--- src/rtl/multiplexer_n_to_1_reg.sv ---
`default_nettype none
// ============================================================================
// Module   : multiplexer_n_to_1_reg
// Purpose  : N-input, WIDTH-bit multiplexer with a single registered output
//            slot and valid/ready handshaking on every input and the output.
//            The source is chosen either by an external select (mode 0) or by
//            a round-robin arbiter over the valid channels (mode 1).
// Revision : 1.0 - initial release
// ----------------------------------------------------------------------------
// Ports
//   clk      in   1              rising-edge clock
//   rst_n    in   1              asynchronous active-low reset
//   mode     in   1              0 = select by S, 1 = round-robin
//   S        in   SEL_W          channel select (mode 0 only)
//   I        in   N*WIDTH        flat data bus, channel k at I[k*WIDTH +: WIDTH]
//   I_valid  in   N              channel k presents a word
//   I_ready  out  N              channel k's word is accepted this cycle
//   Y        out  WIDTH          registered output word
//   Y_sel    out  SEL_W          channel that supplied Y
//   Y_valid  out  1              Y / Y_sel hold a word
//   Y_ready  in   1              consumer takes the word this cycle
// ============================================================================
module multiplexer_n_to_1_reg #(
    parameter int WIDTH = 3,
    parameter int N     = 4,
    parameter int SEL_W = 2
) (
    input  logic               clk,
    input  logic               rst_n,
    input  logic               mode,
    input  logic [SEL_W-1:0]   S,
    input  logic [N*WIDTH-1:0] I,
    input  logic [N-1:0]       I_valid,
    output logic [N-1:0]       I_ready,
    output logic [WIDTH-1:0]   Y,
    output logic [SEL_W-1:0]   Y_sel,
    output logic               Y_valid,
    input  logic               Y_ready
);

    localparam logic [SEL_W-1:0] c_last_ch = SEL_W'(N - 1);

    // Output slot and round-robin pointer
    logic [WIDTH-1:0] r_y;
    logic [SEL_W-1:0] r_y_sel;
    logic             r_y_valid;
    logic [SEL_W-1:0] r_ptr;

    // Arbitration
    logic             w_can_accept;
    logic             w_sel_valid;      // mode 0 grant exists
    logic [SEL_W-1:0] w_rr_grant;
    logic             w_rr_valid;       // mode 1 grant exists
    int               w_dist;
    int               w_best_dist;
    logic [SEL_W-1:0] w_grant;
    logic             w_grant_valid;
    logic             w_accept;
    logic [SEL_W-1:0] w_ptr_next;
    logic [WIDTH-1:0] w_grant_data;

    // The slot can take a word when empty or when it is drained this cycle,
    // which gives full throughput without a bubble.
    assign w_can_accept = ~r_y_valid | Y_ready;

    // External select: only I_valid[S] is looked at, so a channel's ready
    // never depends on what the other channels are doing. An S beyond the
    // last channel matches nothing and grants nothing.
    always_comb begin
        w_sel_valid = 1'b0;
        for (int k = 0; k < N; k++) begin
            if (S == SEL_W'(k)) begin
                w_sel_valid = I_valid[k];
            end
        end
    end

    // Round-robin: among valid channels pick the one with the smallest
    // circular distance from the pointer. Distance is (k - ptr) mod N, with
    // r_ptr always < N so no true modulo is needed.
    always_comb begin
        w_rr_grant  = '0;
        w_rr_valid  = 1'b0;
        w_dist      = 0;
        w_best_dist = N;
        for (int k = 0; k < N; k++) begin
            if (SEL_W'(k) >= r_ptr) begin
                w_dist = k - int'(r_ptr);
            end else begin
                w_dist = k + N - int'(r_ptr);
            end
            if (I_valid[k] && (w_dist < w_best_dist)) begin
                w_best_dist = w_dist;
                w_rr_grant  = SEL_W'(k);
                w_rr_valid  = 1'b1;
            end
        end
    end

    always_comb begin
        w_grant       = '0;
        w_grant_valid = 1'b0;
        if (mode) begin
            w_grant       = w_rr_grant;
            w_grant_valid = w_rr_valid;
        end else begin
            w_grant       = S;
            w_grant_valid = w_sel_valid;
        end
    end

    assign w_accept   = w_can_accept & w_grant_valid;
    assign w_ptr_next = (w_grant == c_last_ch) ? '0 : w_grant + SEL_W'(1);

    // Data mux feeds only the register, so I never reaches an output
    // combinationally.
    always_comb begin
        w_grant_data = '0;
        for (int k = 0; k < N; k++) begin
            if (w_grant == SEL_W'(k)) begin
                w_grant_data = I[k*WIDTH +: WIDTH];
            end
        end
    end

    // Ready is forced low while reset is held so no producer believes a
    // word was taken by a register that is being cleared.
    generate
        for (genvar k = 0; k < N; k++) begin : g_ready
            assign I_ready[k] = rst_n & w_accept & (w_grant == SEL_W'(k));
        end
    endgenerate

    always_ff @(posedge clk or negedge rst_n) begin
        if (!rst_n) begin
            r_y       <= '0;
            r_y_sel   <= '0;
            r_y_valid <= 1'b0;
            r_ptr     <= '0;
        end else if (w_accept) begin
            r_y       <= w_grant_data;
            r_y_sel   <= w_grant;
            r_y_valid <= 1'b1;
            // Pointer advances past the winner only for arbitrated grants;
            // it survives mode changes untouched.
            if (mode) begin
                r_ptr <= w_ptr_next;
            end
        end else if (Y_ready) begin
            r_y_valid <= 1'b0;
        end
    end

    assign Y       = r_y;
    assign Y_sel   = r_y_sel;
    assign Y_valid = r_y_valid;

endmodule
`default_nettype wire

--- config.mk ---
export PLATFORM = sky130hd
export DESIGN_NAME = multiplexer_n_to_1_reg
export DESIGN_NICKNAME = d
export VERILOG_FILES = /design/src/rtl/multiplexer_n_to_1_reg.sv
export SDC_FILE = /design/constraint.sdc
export NUM_CORES = 1
export LEC_CHECK = 0
export CAP_MARGIN = 0
export CORE_MARGIN = 1.5
export CORE_UTILIZATION = 46
export DETAILED_ROUTE_END_ITERATION = 6
export PLACE_DENSITY = 0.87
export SLEW_MARGIN = 25
export SYNTH_ARGS = -nofsm -noshare
export SYNTH_HDL_FRONTEND = slang
export SYNTH_SLANG_ARGS = --single-unit
--- constraint.sdc ---
create_clock -name clk -period 7.7 [get_ports clk]
set_input_delay 1.54 -clock clk [delete_from_list [all_inputs] [get_ports clk]]
set_output_delay 1.54 -clock clk [all_outputs]
set_load 0.01 [all_outputs]
==> results of run 1 <==
[synth_stat cells (2+ instances only)]
library cell	n	area share [%]
sky130_fd_sc_hd__nor2_1	9	3.4
sky130_fd_sc_hd__ha_1	13	17
sky130_fd_sc_hd__inv_1	10	3.8
sky130_fd_sc_hd__a22oi_1	2	1.5
sky130_fd_sc_hd__nand2_1	10	3.8
sky130_fd_sc_hd__and3_1	4	2.6
sky130_fd_sc_hd__and2_1	4	2.6
sky130_fd_sc_hd__buf_6	2	2.3
sky130_fd_sc_hd__nor2b_1	2	1.3
sky130_fd_sc_hd__nor3b_1	2	1.5
sky130_fd_sc_hd__a21oi_1	8	4.1
sky130_fd_sc_hd__mux2_4	5	7.7
sky130_fd_sc_hd__nand3_1	2	1.0
sky130_fd_sc_hd__o21ai_0	5	2.6
sky130_fd_sc_hd__dfrtp_1	8	20
sky130_fd_sc_hd__nand3b_1	2	1.5
sky130_fd_sc_hd__o21a_1	2	1.5
[layout by cell type, fill, tap and decap left out, types with 2 or more instances in the layout]
master / n
sky130_fd_sc_hd__a21oi_1: 6
sky130_fd_sc_hd__nor2_1: 8
sky130_fd_sc_hd__nand3_1: 2
sky130_fd_sc_hd__nor2b_1: 2
sky130_fd_sc_hd__ha_1: 9
sky130_fd_sc_hd__inv_1: 9
sky130_fd_sc_hd__and3_1: 4
sky130_fd_sc_hd__dfrtp_1: 8
sky130_fd_sc_hd__nand3b_1: 2
sky130_fd_sc_hd__mux2_4: 6
sky130_fd_sc_hd__clkdlybuf4s50_1: 27
sky130_fd_sc_hd__ha_2: 4
sky130_fd_sc_hd__o21ai_0: 4
sky130_fd_sc_hd__a21oi_2: 2
sky130_fd_sc_hd__buf_4: 18
sky130_fd_sc_hd__dlymetal6s2s_1: 2
sky130_fd_sc_hd__clkbuf_4: 3
sky130_fd_sc_hd__and2_1: 4
sky130_fd_sc_hd__nand2_1: 10
sky130_fd_sc_hd__o21a_1: 2
sky130_fd_sc_hd__a22oi_1: 2
[repair_timing]
| item | CTS | global route |
|---|---|---|
| pin swaps | 1 | 5 |
| gates resized for setup | 9 | 15 |
| setup endpoints to repair | 4 | 4 |
| setup buffers | 2 | 2 |
| hold buffers | 0 | 0 |
[through the flow]
stage               worst slack [ns]  power [mW]
finish                         0.210       0.581
floorplan                      0.720       0.328
CTS                           0.0106       0.540
detailed placement            -0.257       0.477
global placement              -0.164       0.461
global route                 -0.0320       0.635
[worst register-to-register path: cells and delay by family, from the launching register on]
kind	cells	cell delay, ns
and+or+nand+nor	7	0.91
muxes	3	0.81
buffers and inverters	6	0.67
DFF	1	0.46
adders and majority gates	5	1.25
AOI/OAI and AO/OA	10	1.53
[report_power, final]
part | switching [mW] | internal (mW) | total, mW
clock | 0.0140 | 0.0178 | 0.0318
combinational | 0.211 | 0.259 | 0.470
sequential | 0.0183 | 0.0605 | 0.0788
[cells by family (layout without fill, tap and decap cells)]
logic type | count (synthesis) | after routing | synth area share (%)
AOI/OAI and AO/OA | 27 | 27 | 21.2
adders and majority gates | 13 | 13 | 16.6
DFF | 8 | 8 | 20.4
and+or+nand+nor | 40 | 40 | 23.2
buffers and inverters | 12 | 62 | 6.12
muxes | 8 | 8 | 12.5
[state kept, by name (all words and copies together) (netlist names)]
signal   cells
r_ptr        2
Y            3
Y_valid      1
Y_sel        2
[layer usage]
| metal | up-vias | track usage [%] |
|---|---|---|
| met3 | 8 | 4.29 |
| li1 | 485 | - |
| met1 | 463 | 21.8 |
| met2 | 33 | 38.7 |
| met5 | - | 0 |
| met4 | 0 | 9.05 |
[area by class of cell]
type	instances	area [sq um]
multi-input cells	88	796
fillers	129	448
repair buffers	49	444
flip-flops and latches	8	200
inverters	10	37.5
well taps	27	33.8
clock buffers	3	22.5
[worst max path at each step]
stage / startpoint / to / slack (ns) / depth (start not counted)
after global routing: I_valid[0] / I_ready[0] / -0.03 / 23
after floorplan: I_valid[0] / I_ready[2] / 0.72 / 19
after global placement: I_valid[0] / I_ready[0] / -0.16 / 22
final: I_valid[0] / I_ready[0] / 0.21 / 23
after CTS: I_valid[0] / I_ready[1] / 0.01 / 23
after detailed placement: I_valid[0] / I_ready[2] / -0.26 / 22
==> summary.log, run 1 <==
qor: cts.clock-sinks 8
qor: sta.max_freq 0.134 GHz
qor: cts.ctsLongestPathBuffers 2
qor: cts.worst_skew_pair.late_latency 0.25 ns
qor: floorplanning.num_rows 16
qor: setup_path.cells_traversed_along_the_worst_timing_path clkdlybuf4s50_1 -> ha_2 -> inv_1 -> a311o_1 -> and3_4 -> nor3b_2 -> a21oi_1 -> ha_1 -> o21ai_2 -> a21oi_2 -> a21boi_2 -> mux2_4 -> ha_1 -> buf_4 -> nand3b_1 -> nand4_1 -> a31oi_4 -> o32ai_4 -> mux2i_4 -> inv_2 -> ha_1 -> and3_1 -> dlygate4sd2_1
qor: setup_path.cp.required 6.16 ns
qor: status.outcome finished clean
qor: sta.min_period 7.49 ns
qor: cts.cell_at_the_root_of_the_clock_tree sky130_fd_sc_hd__clkbuf_4
qor: setup_path.crit_path_max_incr_delay 0.48 ns
qor: setup_path.crit_top_cell sky130_fd_sc_hd__ha_1
qor: setup_path.critical-path-top-delay-family compound AO/OA/AOI/OAI gates
qor: synthesis.ys.warnings.count 0
qor: drt.highest_layer met4
qor: setup_path.worstReg2RegEnd Y[0]
qor: sta.finalCritPeriodShare 97.3%
qor: drt.m1WireLength 956 um
qor: drt.met2RoutedLength 1.23 mm
qor: grt.gr-total-overflow 0
qor: synthesis.avgSynthCellArea 9.08 sq um
qor: cts.tritoncts.num_buffers 3
qor: worst_hold_path.hold-path-cell-count 1
qor: placement.routabilityCongestion 0.843
qor: synthesis.synth_ff_type sky130_fd_sc_hd__dfrtp_1
qor: setup_path.timing.reg2reg.setup_slack 1.96 ns
qor: sta.hold_slack 0.498 ns
qor: finish.fin_util 77.4%
qor: drt.avgViaCountPerCell 5.35
qor: synthesis.synthesis.area 981 sq um
qor: sta.final.setup_skew 0.00532 ns
qor: setup_path.worst_path_max_delay_cell sky130_fd_sc_hd__clkdlybuf4s50_1
qor: synthesis.netlist-cell-type-count 35
qor: floorplanning.boundaryPins 32
qor: sta.report.final.setup_viol 0
qor: placement.post_detail_place_hpwl 1.87 mm
qor: placement.dp_cells 178
qor: cts.clkTransAtPathRegs 0.05 ns
qor: synthesis.postSynthCellCount 108
qor: synthesis.yosys_register_bits 8
qor: drt.drt_pass1_iterations 4
qor: flow_run.max_cap_viol_count 0
qor: floorplanning.initial_utilization 49.5%
qor: floorplanning.floorplan.die.width 49.2 um
qor: finish.areaGrowthSynthToFinish 56.4%
qor: cts.tritoncts done
qor: finish.layout-drive-gt1-share 31.6%
qor: worst_hold_path.worstHoldEndpoint Y_valid
qor: power.p_per_area 379 nW/um^2
qor: power.power.leakage 0.723 nW
qor: placement.port-buffer-count 31
qor: placement.post_dp_cell_area 1410 sq um
qor: setup_path.worstSetupPathType input port to output port
qor: grt.grt.total_usage 20.7%
qor: drt.met3WireLength 158 um
qor: setup_path.worst_setup_path_start_kind input port
qor: power.vdd_drop_max 0.290 mV
qor: sta.timing.setup.tns 0 ns
qor: sta.tightest_slew 0.436 ns
qor: finish.antenna_cells 0
qor: setup_path.worst-r2r-cell-count 31
qor: grt.largest_net_degree_at_the_start_of_global_routing 13
qor: drt.vias 989
qor: drt.drt.antenna.violating_nets 0
qor: drt.detail_route.iter0.violations 3
qor: worst_hold_path.hold_path.startpoint Y_valid
qor: synthesis.synth_nets 143
qor: synthesis.post_synth_edffs 0
qor: grt.grt_first_pass_wirelength 3.99 mm
qor: synthesis.synth-async-reset-ratio 100%
qor: setup_path.cp_data_arrival_time 5.95 ns
qor: grt.antenna_found_initial 0
qor: synthesis.synth_sequential_area_ratio 20.4%
qor: setup_path.r2r-start r_ptr[1]
qor: sta.max-slew-margin-rel 70.8%
qor: grt.first_global_vias 985
qor: setup_path.worst-path-buf-inv 5
qor: finish.post-route-cell-area 1530 sq um
qor: setup_path.path_max_fanout 4
qor: sta.final_hold_viol_count 0
qor: worst_hold_path.worst_hold_path_type flop to flop
qor: drt.wire_length_per_cell 13.0 um
qor: sta.finalMaxSlewViolations 0
qor: setup_path.worst_setup_path_end_kind output port
qor: floorplanning.overall_die_height 49.2 um
qor: finish.final_cell_count_no_fill 185
qor: drt.post-route-drc-count 0
qor: cts.ctsHtreeMaxLevel 1
qor: finish.finish.net_count 195
qor: drt.postRouteWirelength 2.40 mm
qor: floorplanning.core 1980 sq um
qor: floorplanning.design.die.area 2420 sq um
(Power assumes the default switching activity.)
==> run 2: changes to the inputs <==
- PLACE_DENSITY: 0.87 -> 0.8
==> run 2 against run 1 <==
  * Core utilization down 0.95 points
  * Sequential power up 0.6%
  * Maximum frequency up 3.9%
  * Cell count up 1.1%
  * First-iteration DRC count rose to 3.3 times the previous value
  * Critical path type unchanged
  * Critical endpoint is now I_ready[2]
  * Largest power group unchanged
==> summary.log, run 2 (synthesized netlist as in run 1, its figures left out) <==
qor: drt.vias 1007 [+1.8%]
qor: sta.max-slew-margin-rel 69.7% [-1.1 points]
qor: sta.final.setup.worst_slack 0.493 ns [+0.283 ns]
qor: worst_hold_path.hold_path.startpoint Y_valid
qor: sta.finalMaxSlewViolations 0 [unchanged]
qor: sta.final.setup_skew 0.00118 ns [-0.00414 ns]
qor: sta.report.final.setup_viol 0 [unchanged]
qor: setup_path.worstReg2RegEnd Y[2]
qor: setup_path.cp.required 6.16 ns [about the same]
qor: grt.first_global_vias 998 [+1.3%]
qor: finish.layout-drive-gt1-share 28.1% [-3.5 points]
qor: power.p_per_area 377 nW/um^2 [-0.56%]
qor: flow_run.max_cap_viol_count 0 [unchanged]
qor: cts.cell_at_the_root_of_the_clock_tree sky130_fd_sc_hd__clkbuf_4
qor: drt.avgViaCountPerCell 5.39 [+0.73%]
qor: power.power.leakage 0.709 nW [-1.9%]
qor: setup_path.r2r-start r_ptr[1]
qor: finish.finish.net_count 197 [+1.0%]
qor: setup_path.timing.reg2reg.setup_slack 1.83 ns [-0.13 ns]
qor: sta.tightest_slew 0.453 ns [+0.0169 ns]
qor: cts.tritoncts done
qor: grt.gr-total-overflow 0 [unchanged]
qor: sta.grt_setup_unrepaired no
qor: drt.drt_pass1_iterations 4 [unchanged]
qor: cts.worst_skew_pair.late_latency 0.25 ns [about the same]
qor: finish.most_frequent_standard_cell_in_the_layout_excluding_fill_and_tap_cells sky130_fd_sc_hd__clkdlybuf4s50_1
qor: sta.max_freq 0.139 GHz [+3.9%]
qor: finish.register_area 200 sq um [unchanged]
qor: sta.finalCritPeriodShare 93.6% [-3.7 points]
qor: worst_hold_path.worstHoldEndpoint Y_valid
qor: worst_hold_path.worst_hold_path_type flop to flop
qor: cts.ctsHtreeMaxLevel 1 [unchanged]
qor: grt.largest_net_degree_at_the_start_of_global_routing 13 [unchanged]
qor: drt.detail_route.iter0.violations 10 [+7]
qor: setup_path.cp_data_arrival_time 5.67 ns [-0.28 ns]
qor: status.outcome finished clean
qor: worst_hold_path.hold-path-cell-count 1 [unchanged]
qor: placement.routabilityCongestion 0.884 [+4.9%]
qor: cts.clkTransAtPathRegs 0.06 ns [about the same]
qor: setup_path.path_max_fanout 6 [+2]
qor: cts.cts.hold.buffers_added 0 [unchanged]
qor: floorplanning.boundaryPins 32 [unchanged]
qor: finish.largest_reg_flops 3 [unchanged]
qor: floorplanning.floorplan.die.width 49.2 um [unchanged]
qor: cts.tritoncts.num_buffers 3 [unchanged]
qor: finish.areaGrowthSynthToFinish 54.5%
qor: drt.wire_length_per_cell 13.6 um [+4.5%]
qor: setup_path.worst_setup_path_end_kind output port
qor: setup_path.worst_setup_path_start_kind input port
qor: placement.port-buffer-count 31 [unchanged]
qor: floorplanning.design.die.area 2420 sq um [unchanged]
qor: drt.drt.antenna.violating_nets 0 [unchanged]
qor: finish.antenna_cells 0 [unchanged]
qor: cts.clock-sinks 8 [unchanged]
qor: floorplanning.num_rows 16 [unchanged]
qor: grt.antenna_found_initial 0 [unchanged]
qor: drt.post-route-drc-count 0 [unchanged]
qor: finish.multiInputGateArea 762 sq um [-4.2%]
qor: sta.timing.setup.tns 0 ns [unchanged]
qor: setup_path.worst-r2r-cell-count 30 [-3.2%]
qor: grt.grt_first_pass_wirelength 4.13 mm [+3.5%]
qor: power.vdd_drop_max 0.290 mV [about the same]
qor: floorplanning.initial_utilization 49.5% [unchanged]
qor: finish.layout_common_cells 26 x sky130_fd_sc_hd__clkdlybuf4s50_1, 20 x sky130_fd_sc_hd__buf_4, 11 x sky130_fd_sc_hd__ha_1, 10 x sky130_fd_sc_hd__inv_1, 10 x sky130_fd_sc_hd__nand2_1
qor: drt.postRouteWirelength 2.54 mm [+5.6%]
qor: sta.min_period 7.21 ns [-0.283 ns]
qor: cts.ctsLongestPathBuffers 2 [unchanged]
qor: floorplanning.overall_die_height 49.2 um [unchanged]
qor: placement.pre_cts_slack -0.254 ns [+0.00254 ns]
qor: grt.grt.total_usage 21.2% [+0.50 points]
qor: placement.post_detail_place_hpwl 1.94 mm [+3.7%]
qor: setup_path.worstSetupPathType input port to output port
qor: finish.nFillCells 131 [+1.6%]
qor: floorplanning.core 1980 sq um [unchanged]
qor: sta.final_hold_viol_count 0 [unchanged]
-- run 2: cell count changes in the layout (fill, tap and decap cells not counted), sizes merged --
cell,delta
buf,+2
clkbuf,-1
clkdlybuf4s15,+1
clkdlybuf4s50,-1
dlygate4sd2,+2
dlymetal6s2s,-1
-- run 2: worst max-delay path: stages --
cell,delay (ns)
sky130_fd_sc_hd__clkdlybuf4s50_1,0.63
sky130_fd_sc_hd__and3_4,0.28
sky130_fd_sc_hd__nor3b_2,0.05
sky130_fd_sc_hd__a21oi_1,0.16
sky130_fd_sc_hd__ha_1,0.27
sky130_fd_sc_hd__o21ai_2,0.14
sky130_fd_sc_hd__a21oi_1,0.12
sky130_fd_sc_hd__a21boi_2,0.20
sky130_fd_sc_hd__mux2_2,0.35
sky130_fd_sc_hd__ha_1,0.28
sky130_fd_sc_hd__and2b_1,0.17
sky130_fd_sc_hd__o41ai_2,0.25
sky130_fd_sc_hd__buf_4,0.19
sky130_fd_sc_hd__o32ai_4,0.08
sky130_fd_sc_hd__mux2i_2,0.21
sky130_fd_sc_hd__inv_1,0.09
sky130_fd_sc_hd__ha_1,0.21
sky130_fd_sc_hd__and3_1,0.14
sky130_fd_sc_hd__dlygate4sd2_1,0.28
-- run 2: how the worst max path moves through the flow --
stage                     startpoint         end  slack, ns  depth (start not counted)
after floorplan           I_valid[0]  I_ready[2]       0.72                         19
after global placement    I_valid[0]  I_ready[0]      -0.17                         22
after detailed placement  I_valid[0]  I_ready[0]      -0.25                         22
after CTS                 I_valid[0]  I_ready[3]       0.06                         22
after global routing      I_valid[1]  I_ready[2]       0.27                         19
final                     I_valid[1]  I_ready[2]       0.49                         19
-- run 2: cell type report --
| type | count | area share, % |
|---|---|---|
| clock buffers | 3 | 1.49 |
| inverters | 10 | 2.48 |
| multi-input cells | 88 | 50.3 |
| flip-flops and latches | 8 | 13.2 |
| well taps | 27 | 2.23 |
| repair buffers | 51 | 30.3 |
-- run 2: power breakdown --
part           leakage [nW]  internal [mW]  switching, mW
combinational         0.600          0.251          0.208
clock                0.0138         0.0178         0.0138
sequential           0.0956         0.0604         0.0188
-- run 2: per-stage QoR --
stage                     cells  hold WS [ns]  power [mW]  instance area, sq um  util [%]
after global routing        187         0.537       0.617                  1520      76.5
after floorplan             108         0.536       0.328                   981         -
after detailed placement    180         0.496       0.488                  1420      71.8
after CTS                   185         0.512       0.537                  1470      73.9
final                       187         0.514       0.571                  1520      76.5
after global placement      180         0.484       0.471                  1420      71.8
-- run 2: timing repair --
| action | 4_1_cts | 5_1_grt |
|---|---|---|
| resized for setup | 7 | 8 |
| pin swaps | 1 | 2 |
| setup buffers | 2 | 2 |
| endpoints found under the setup margin | 4 | 4 |
-- run 2: routing by layer --
layer	up-vias	track usage, %	share of wire, %
met3	8	2.45	4.7
met4	0	7.62	2.8
li1	491	-	-
met5	-	0	0
met1	473	22.2	38
met2	35	42.1	54
